===== src/rtl/uart_tx_arbiter.sv =====
// Round-robin arbiter sharing one UART transmit engine between NUM_REQ byte sources.
// Engine status comes from the slow baud domain and is edge-detected on clk.
module uart_tx_arbiter #(
    parameter int unsigned NUM_REQ        = 4,
    parameter int unsigned TIMEOUT_CYCLES = 1048576
) (
    input  logic                 clk,
    input  logic                 reset,
    input  logic [NUM_REQ-1:0]   i_Req_Valid,
    input  logic [NUM_REQ*8-1:0] i_Req_Byte,
    output logic [NUM_REQ-1:0]   o_Req_Ack,
    output logic [7:0]           o_Tx_Byte,
    output logic                 o_Tx_Ready,
    input  logic                 i_Tx_Active,
    input  logic                 i_Tx_Done,
    output logic [NUM_REQ-1:0]   o_Grant,
    output logic                 o_Busy,
    output logic                 o_Timeout
);

    localparam int unsigned PTR_W = $clog2(NUM_REQ);
    localparam int unsigned CNT_W = $clog2(TIMEOUT_CYCLES) + 1;
    localparam logic [CNT_W-1:0] CNT_LAST = CNT_W'(TIMEOUT_CYCLES - 1);
    localparam logic [PTR_W-1:0] PTR_LAST = PTR_W'(NUM_REQ - 1);

    typedef enum logic [1:0] {
        IDLE      = 2'd0,
        LAUNCH    = 2'd1,
        WAIT_DONE = 2'd2
    } state_t;

    state_t            state;
    logic [PTR_W-1:0]  ptr;
    logic [CNT_W-1:0]  cnt;
    logic              act_q;
    logic              done_q;

    logic              win_found_c;
    logic [PTR_W-1:0]  win_idx_c;
    logic [PTR_W-1:0]  ptr_next_c;
    logic [7:0]        win_byte_c;
    logic [CNT_W-1:0]  cnt_next_c;
    logic              timeout_hit_c;
    logic              act_rise_c;
    logic              act_fall_c;
    logic              done_rise_c;

    // Scan requesters starting at the pointer, wrapping modulo NUM_REQ.
    always_comb begin
        int unsigned j;
        j           = 0;
        win_found_c = 1'b0;
        win_idx_c   = ptr;
        for (int unsigned i = 0; i < NUM_REQ; i++) begin
            j = 32'(ptr) + i;
            if (j >= NUM_REQ) begin
                j = j - NUM_REQ;
            end
            if (!win_found_c && i_Req_Valid[PTR_W'(j)]) begin
                win_found_c = 1'b1;
                win_idx_c   = PTR_W'(j);
            end
        end
    end

    assign ptr_next_c    = (win_idx_c == PTR_LAST) ? '0 : win_idx_c + PTR_W'(1);
    assign win_byte_c    = i_Req_Byte[{win_idx_c, 3'b000} +: 8];
    assign cnt_next_c    = cnt + CNT_W'(1);
    assign timeout_hit_c = (cnt_next_c == CNT_LAST);
    assign act_rise_c    = i_Tx_Active & ~act_q;
    assign act_fall_c    = ~i_Tx_Active & act_q;
    assign done_rise_c   = i_Tx_Done & ~done_q;

    // Frame FSM with registered outputs.
    always_ff @(posedge clk) begin
        if (reset) begin
            state      <= IDLE;
            ptr        <= '0;
            cnt        <= '0;
            act_q      <= 1'b0;
            done_q     <= 1'b0;
            o_Req_Ack  <= '0;
            o_Tx_Byte  <= '0;
            o_Tx_Ready <= 1'b0;
            o_Grant    <= '0;
            o_Busy     <= 1'b0;
            o_Timeout  <= 1'b0;
        end else begin
            act_q     <= i_Tx_Active;
            done_q    <= i_Tx_Done;
            o_Req_Ack <= '0;
            o_Timeout <= 1'b0;
            case (state)
                IDLE: begin
                    if (win_found_c) begin
                        o_Tx_Byte  <= win_byte_c;
                        o_Req_Ack  <= NUM_REQ'(1) << win_idx_c;
                        o_Grant    <= NUM_REQ'(1) << win_idx_c;
                        o_Tx_Ready <= 1'b1;
                        o_Busy     <= 1'b1;
                        ptr        <= ptr_next_c;
                        cnt        <= '0;
                        state      <= LAUNCH;
                    end
                end
                LAUNCH: begin
                    if (act_rise_c) begin
                        o_Tx_Ready <= 1'b0;
                        cnt        <= '0;
                        state      <= WAIT_DONE;
                    end else if (timeout_hit_c) begin
                        // Engine never started: drop the byte, no retry.
                        o_Timeout  <= 1'b1;
                        o_Tx_Ready <= 1'b0;
                        o_Grant    <= '0;
                        o_Busy     <= 1'b0;
                        cnt        <= '0;
                        state      <= IDLE;
                    end else begin
                        cnt <= cnt_next_c;
                    end
                end
                WAIT_DONE: begin
                    if (done_rise_c || act_fall_c) begin
                        o_Grant <= '0;
                        o_Busy  <= 1'b0;
                        cnt     <= '0;
                        state   <= IDLE;
                    end else if (timeout_hit_c) begin
                        o_Timeout <= 1'b1;
                        o_Grant   <= '0;
                        o_Busy    <= 1'b0;
                        cnt       <= '0;
                        state     <= IDLE;
                    end else begin
                        cnt <= cnt_next_c;
                    end
                end
                default: begin
                    o_Tx_Ready <= 1'b0;
                    o_Grant    <= '0;
                    o_Busy     <= 1'b0;
                    state      <= IDLE;
                end
            endcase
        end
    end

endmodule


===== config.mk =====
export PLATFORM = sky130hd
export DESIGN_NAME = uart_tx_arbiter
export DESIGN_NICKNAME = d
export VERILOG_FILES = /design/src/rtl/uart_tx_arbiter.sv
export SDC_FILE = /design/constraint.sdc
export NUM_CORES = 1
export LEC_CHECK = 0
export ABC_CLOCK_PERIOD_IN_PS = 5780
export BUFFER_PORTS_ARGS = -buffer_cell sky130_fd_sc_hd__buf_4
export CAP_MARGIN = 30
export CORE_MARGIN = 2
export CORE_UTILIZATION = 45
export CTS_BUF_LIST = sky130_fd_sc_hd__clkbuf_4 sky130_fd_sc_hd__clkbuf_8
export CTS_CLUSTER_SIZE = 20
export DETAILED_ROUTE_END_ITERATION = 8
export PLACE_DENSITY = 0.67
export RECOVER_POWER = 50
export SYNTH_ARGS = -nofsm -noshare
export SYNTH_HDL_FRONTEND = slang
export SYNTH_SLANG_ARGS = --single-unit

===== constraint.sdc =====
create_clock -name clk -period 5.78 [get_ports clk]
set_clock_uncertainty 0.05 [all_clocks]
set_input_delay 0.578 -clock clk [delete_from_list [all_inputs] [get_ports clk]]
set_output_delay 0.578 -clock clk [all_outputs]
set_load 0.05 [all_outputs]

==> results.cfg, run 1 <==
[logic_synthesis]
synth.area.top_cells = dfxtp_1 (31%), nand2_1 (7.8%), ha_1 (4.6%), o21ai_0 (3.6%), a21oi_1 (3.3%)
ys_warn_count = 0
synthAdderAreaFrac_pct = 4.561
synth_top_area_share_pct = 30.51
yosysSeqAreaShare_pct = 30.51
synth_top_family_by_area = simple AND/OR/NAND/NOR gates
yosys.area_share.simple_pct = 32.46
ys_ff_latch = 46
avgSynthCellArea_um2 = 7.738
synth_edf_count = 0
synthesis.instances = 390
synthXorXnorAreaFrac_pct = 0.8706
yosysUniqueCellTypes = 61
synth-compound-area-share_pct = 18.78
synthFlopType = dfxtp_1
synthArstFlopShare_pct = 0
synth_nets = 441
synth_top_cell_by_area = dfxtp_1
muxShareOfSynthArea_pct = 6.302
synthesis.area_mm2 = 0.003018

[placement]
io_buffers = 58
pre_cts_ws_ns = 2.323
dp_hpwl_um = 5585
globalplace.congestion = 0.8731

[worst_setup_path]
startpoint_type = register
worstPathArrival_ns = 3.78
crit_required_ns = 5.87
critPathMaxFanout = 19
path_class = reg -> reg
endpoint_kind = register

[final_layout]
finalNetCount = 482
syn_to_final_growth_pct = 14.84
register_area_um2 = 920.9
drive_above_1_share_pct = 16.20
multi_input_area_mm2 = 0.001901
n_antenna_cell = 0
fillCellCount = 618

[grt]
grt_pass1_wl_um = 12770
grt_max_degree = 24
grt_pass1_vias = 2787
grt_use_total_pct = 20.80
antenna_found_initial = 0
overflow = 0

[worst_hold_path]
hold_class = reg -> reg

[die]
start_util_pct = 46.99
core_mm2 = 0.006422
core.rowCount = 29
num_io_pins = 59
die-area_mm2 = 0.007377
die_h_um = 85.89
die_x_um = 85.89

[detailed_routing]
drtAntennaViolNets = 0
wl_per_cell_um = 14.65
routed_wl_um = 7457
vias_per_cell = 5.845
vias = 2975
drt-initial-drc-count = 207
drt_pass1_iterations = 7
drc = 0

[timing]
setup_viol = 0
fin_crit_sh_pct = 63.72
finalMaxSlewViolations = 20
finalSetupTns_ns = 0
setup_slack_ns = 2.097
period_needed_ns = 3.683
hold_viol = 0
rsz0062_at_grt = false
maxSlewHeadroom_pct = -84.66
fmax_ghz = 0.2715
worst_pin_slew_ns = 2.746

[clock_network]
insertion_delay_ns = 0.30
post_cts_buffers = 0
clk_pin_slew_ns = 0.08
cts_buffers = 5
cts_max_level = 2
cts_tree = yes
cts-root-buf = clkbuf_8
cts.path.max_buffers = 2
cts_num_sinks = 46
cts-hold-fix-buffers = 0
cts.repair.resized = 0

[run]
maxCapViolCount = 1

[power_and_ir_drop]
irDropWorstVdd_uv = 125.6
p_int_uw = 556.2
comb_power_share_pct = 29.0
switchingPower_uw = 290.7
cellPowerDensity_mw_per_mm2 = 244.4
p_sw_share_pct = 34.32
pwr-share-clk_pct = 28.9
seqPwrFrac_pct = 42.1
leakage_nw = 1.289

[outcome]
status = finished with violations
violations = capacitance limit, slew limit
[layer usage]
layer  track usage [%]  vias up  wire length, µm
li1                  -     1490                -
met1             28.92     1395             3446
met2             33.76       84             3560
met3             3.465        6              403
met4             4.762        0               46
met5                 0        -                0
[stage by stage]
stage	total power [mW]	instances	hold WS, ns	utilization, %	cell area (µm²)
6_report	0.8469	509	0.4089	53.96	3466
5_1_grt	0.8932	509	0.4350	53.96	3466
4_1_cts	0.8723	509	0.4143	55.41	3558
3_5_place_dp	0.6280	501	0.4003	53.65	3446
3_3_place_gp	0.6234	500	0.3929	53.48	3435
2_1_floorplan	0.5461	390	0.4210	-	3018
[logic make-up (layout without fill, tap and decap cells)]
| family | Yosys count | count (layout) |
|---|---|---|
| multiplexers | 18 | 18 |
| XOR/XNOR | 3 | 3 |
| adder cells (fa/ha/maj) | 11 | 11 |
| flip-flops | 46 | 46 |
| AO/OA/AOI/OAI | 87 | 87 |
| buffers and inverters | 42 | 84 |
| AND/OR/NAND/NOR | 183 | 183 |
[power groups by stage]
stage / Combinational (mW) / Sequential, mW / Clock, mW
after floorplan: 0.121 / 0.425 / 0
after global placement: 0.260 / 0.363 / 0
after detailed placement: 0.264 / 0.364 / 0
after CTS: 0.265 / 0.357 / 0.251
after global routing: 0.269 / 0.360 / 0.265
final: 0.246 / 0.356 / 0.245
[layout make-up]
| cell class | count | area share, % |
|---|---|---|
| Clock buffer | 5 | 1.986 |
| Clock inverter | 3 | 1.264 |
| Inverter | 16 | 1.733 |
| Multi-Input combinational cell | 302 | 54.84 |
| Sequential cell | 46 | 26.57 |
| Tap cell | 77 | 2.780 |
| Timing Repair Buffer | 60 | 10.83 |
[worst paths after layout]
| kind | from | slack, ns | end | depth (start not counted) |
|---|---|---|---|---|
| max | ptr[1] | 2.10 | o_Tx_Byte[1] | 6 |
| min | o_Tx_Byte[3] | 0.41 | o_Tx_Byte[3] | 2 |
| max reg2reg | ptr[1] | 2.10 | o_Tx_Byte[1] | 6 |
| min reg2reg | o_Tx_Byte[3] | 0.41 | o_Tx_Byte[3] | 2 |
[synthesized netlist by cell type, drive strengths merged, types with 9 or more instances]
cell    number
nor2        24
o21ai       23
mux2i       10
nor4         9
nand3       21
ha          11
a21oi       20
inv         16
nand4       10
clkbuf      13
nand2       63
dfxtp       46
buf         12
[placed cells by master, fill, tap and decap left out, drive strengths merged, types with 8 or more instances in the layout]
cell type / n
a21oi: 20
a31oi: 8
buf: 38
clkbuf: 26
dfxtp: 46
ha: 11
inv: 17
mux2: 8
mux2i: 10
nand2: 63
nand3: 21
nand4: 10
nor2: 24
nor2b: 8
nor4: 9
o211ai: 8
o21ai: 23
[registers in the layout (all words and copies together) (netlist names)]
signal	count
cnt	21
act_q	1
o_Tx_Byte	8
o_Busy	1
state	2
o_Timeout	1
o_Req_Ack	4
o_Tx_Ready	1
done_q	1
o_Grant	4
ptr	2
[worst max-delay path, cell delays in order (launching register included)]
cell and delay (ns):
dfxtp_1 0.44, or2_2 0.15, a21oi_1 0.06, o31ai_1 2.09, mux2_2 0.48, o211ai_1 0.18
a21oi_1 0.08
Note: power is estimated with default switching activity, not from simulation.
==> run 2, diff against run 1 <==
--- a/config.mk
+++ b/config.mk
@@ -5,7 +5,8 @@
 export SDC_FILE = /design/constraint.sdc
 export NUM_CORES = 1
 export LEC_CHECK = 0
-export ABC_CLOCK_PERIOD_IN_PS = 5780
+export ABC_AREA = 1
+export ABC_CLOCK_PERIOD_IN_PS = 3220
 export BUFFER_PORTS_ARGS = -buffer_cell sky130_fd_sc_hd__buf_4
 export CAP_MARGIN = 30
 export CORE_MARGIN = 2
@@ -13,7 +14,7 @@
 export CTS_BUF_LIST = sky130_fd_sc_hd__clkbuf_4 sky130_fd_sc_hd__clkbuf_8
 export CTS_CLUSTER_SIZE = 20
 export DETAILED_ROUTE_END_ITERATION = 8
-export PLACE_DENSITY = 0.67
+export PLACE_DENSITY = 0.69
 export RECOVER_POWER = 50
 export SYNTH_ARGS = -nofsm -noshare
 export SYNTH_HDL_FRONTEND = slang
==> constraint.sdc (replaced) <==
create_clock -name clk -period 3.22 [get_ports clk]
set_clock_uncertainty 0.05 [all_clocks]
set_input_delay 0.322 -clock clk [delete_from_list [all_inputs] [get_ports clk]]
set_output_delay 0.322 -clock clk [all_outputs]
set_load 0.05 [all_outputs]
==> run 2 against run 1 <==
The run now ends clean. Count of clock-buffer cells in the layout rose by 1. Combinational power rose to 8.4 times the previous value. Worst setup slack got worse by 1.4 ns. Synthesized cell count rose by 40%. Register-to-register slack got worse by 1.4 ns. Global-route usage rose by 0.59 points. Flip-flop and latch count did not move. Power rose to 4.0 times the previous value. Highest routed layer unchanged.
==> results.cfg, run 2 <==
[clock_network]
insertion_delay_ns = 0.31
cts-hold-fix-buffers = 0
cts_buffers = 5
cts.path.max_buffers = 2
clk_pin_slew_ns = 0.09
cts_tree = yes
cts-root-buf = clkbuf_8
cts_num_sinks = 46
cts_max_level = 2
cts.repair.resized = 0
post_cts_buffers = 0

[final_layout]
syn_to_final_growth_pct = 14.59
layout_common_cells = nand2_1 (177), nor2_1 (65), inv_1 (59), dfxtp_1 (46), a21oi_1 (42)
n_antenna_cell = 0
fin_util_pct = 52.84
reg.largest.list = cnt: 21 flops, o_Tx_Byte: 8 flops
largest_reg_flops = 21
drive_above_1_share_pct = 16.58
fillCellCount = 795
final_cells = 696
layout_commonest_cell = nand2_1
design_area_mm2 = 0.003812
top_register = cnt
finalNetCount = 647

[die]
die_x_um = 89.99
die_h_um = 89.99
core_mm2 = 0.007214
start_util_pct = 46.12
core.rowCount = 31
num_io_pins = 59
die-area_mm2 = 0.008097

[grt]
grt_max_degree = 35
overflow = 0
grt_use_total_pct = 21.39
grt_pass1_wl_um = 14720
antenna_found_initial = 0
grt_pass1_vias = 3438

[worst_setup_path]
crit_chain = ha_1, nand2_1, nor2_4, nand3_1, nand2_1, nand2_1, nor2_1, nand2_1, nor2_2, nand2_1, o21a_2, nand3_1, o21ai_1
worstPathArrival_ns = 2.69
endpoint_kind = register
critPathMaxFanout = 20
crit_required_ns = 3.37
path_common_cell = nand2_1
cp_num_buf_inv = 0
startpoint_type = register
crit_path_top_delay_cell = dfxtp_1
path_class = reg -> reg
critical_path.max_stage_delay_ns = 0.42
cpLargestDelayFamily = simple AND/OR/NAND/NOR gates

[detailed_routing]
vias_per_cell = 4.927
vias = 3429
drtAntennaViolNets = 0
dr_wl_met2_um = 4053
top_layer = met4
routed_wl_um = 8319
drt_pass1_iterations = 4
wl_per_cell_um = 11.95
routedLengthMet1_um = 3816
drt-initial-drc-count = 149
wl_met3_um = 402
drc = 0

[power_and_ir_drop]
seqPwrFrac_pct = 25.4
pwr-share-clk_pct = 13.5
switchingPower_mw = 1.847
p_int_mw = 1.528
irDropWorstVdd_uv = 528.0
comb_power_share_pct = 61.1
cellPowerDensity_mw_per_mm2 = 885.3
p_sw_share_pct = 54.72
leakage_nw = 1.691

[logic_synthesis]
yosys-top-cells-count = nand2_1 (176), nor2_1 (65), inv_1 (59), dfxtp_1 (46), a21oi_1 (42)
ys_warn_count = 0
synthFlopType = dfxtp_1
synth.area.top_cells = dfxtp_1 (28%), nand2_1 (20%), nor2_1 (7.3%), inv_1 (6.7%), a21oi_1 (6.3%)
avgSynthCellArea_um2 = 6.104
yosysUniqueCellTypes = 36
synth_edf_count = 0
yosysMostFrequentCell = nand2_1
synthesis.area_mm2 = 0.003327
yosysSeqAreaShare_pct = 27.68
synth_nets = 596
synthesis.instances = 545
synthArstFlopShare_pct = 0
ys_ff_latch = 46
synth_top_cell_by_area = dfxtp_1
synth_top_area_share_pct = 27.68

[timing]
finalMaxSlewViolations = 0
setup_slack_ns = 0.6863
rsz0062_at_grt = false
finalSetupTns_ns = 0
period_needed_ns = 2.534
worst_pin_slew_ns = 0.9342
fmax_ghz = 0.3947
fin_crit_sh_pct = 78.69
setup_viol = 0
maxSlewHeadroom_pct = 37.72
hold_viol = 0

[run]
maxCapViolCount = 0

[placement]
globalplace.congestion = 0.8847
io_buffers = 58
pre_cts_ws_ns = 0.7834
placed_cells = 688
place_area_mm2 = 0.003787
dp_hpwl_um = 6270

[outcome]
status = finished clean

[worst_hold_path]
hold_class = in -> reg
-- run 2: cell count changes after synthesis, moves of 10 or more --
cell	previous run	this run
a21oi_1	20	42
inv_1	16	59
mux2i_1	10	0
nor2_1	24	65
nand2_2	0	30
o21ai_1	1	13
nand2_1	63	176
-- run 2: per-layer routing --
metal,up-vias,track usage (%)
met4,0,4.231
met3,9,4.610
met5,-,0
met1,1539,25.78
met2,67,39.27
li1,1814,-
-- run 2: cell type report --
cell class / instances / area [µm²] / share of cell area (%)
inverter: 64 / 247.7 / 6.498
tap: 99 / 123.9 / 3.249
clock buffer: 6 / 76.32 / 2.002
timing repair buffer: 59 / 367.9 / 9.649
clock inverter: 2 / 37.54 / 0.9846
multi-input combinational: 420 / 2038 / 53.46
sequential: 46 / 920.9 / 24.15
-- run 2: kinds of logic after synthesis --
kind of cell | after synthesis | share of synthesized area, %
AO/OA/AOI/OAI | 84 | 13.69
adder cells (fa/ha/maj) | 11 | 4.137
XOR/XNOR | 1 | 0.2633
flip-flops | 46 | 27.68
buffers and inverters | 79 | 10.64
AND/OR/NAND/NOR | 324 | 43.59
-- run 2: worst paths after layout --
path              slack (ns)  cells after the start       start          to
setup reg to reg        0.69                     13      cnt[1]      cnt[2]
setup / recovery        0.69                     13      cnt[1]      cnt[2]
hold reg to reg         0.42                      2  o_Grant[2]  o_Grant[2]
hold / removal          0.17                      3   i_Tx_Done      done_q
-- run 2: metrics by stage --
step / hold WS [ns] / power, mW
6_report: 0.1717 / 3.375
5_1_grt: 0.1834 / 3.673
4_1_cts: 0.1734 / 3.475
3_5_place_dp: 0.4120 / 3.014
3_3_place_gp: 0.4043 / 2.975
2_1_floorplan: 0.3943 / 2.597
-- run 2: power by group through the flow --
stage                     sequential [mW]  clock (mW)  combinational [mW]
final                               0.858       0.455                2.06
after global routing                0.880       0.479                2.31
after CTS                           0.860       0.459                2.16
after detailed placement            0.869           0                2.15
after global placement              0.867           0                2.11
after floorplan                      1.13           0                1.47
-- run 2: tightest hold or removal path, cell delays in order --
cell    delay [ns]
buf_4         0.07
inv_1         0.04
nor2_1        0.07
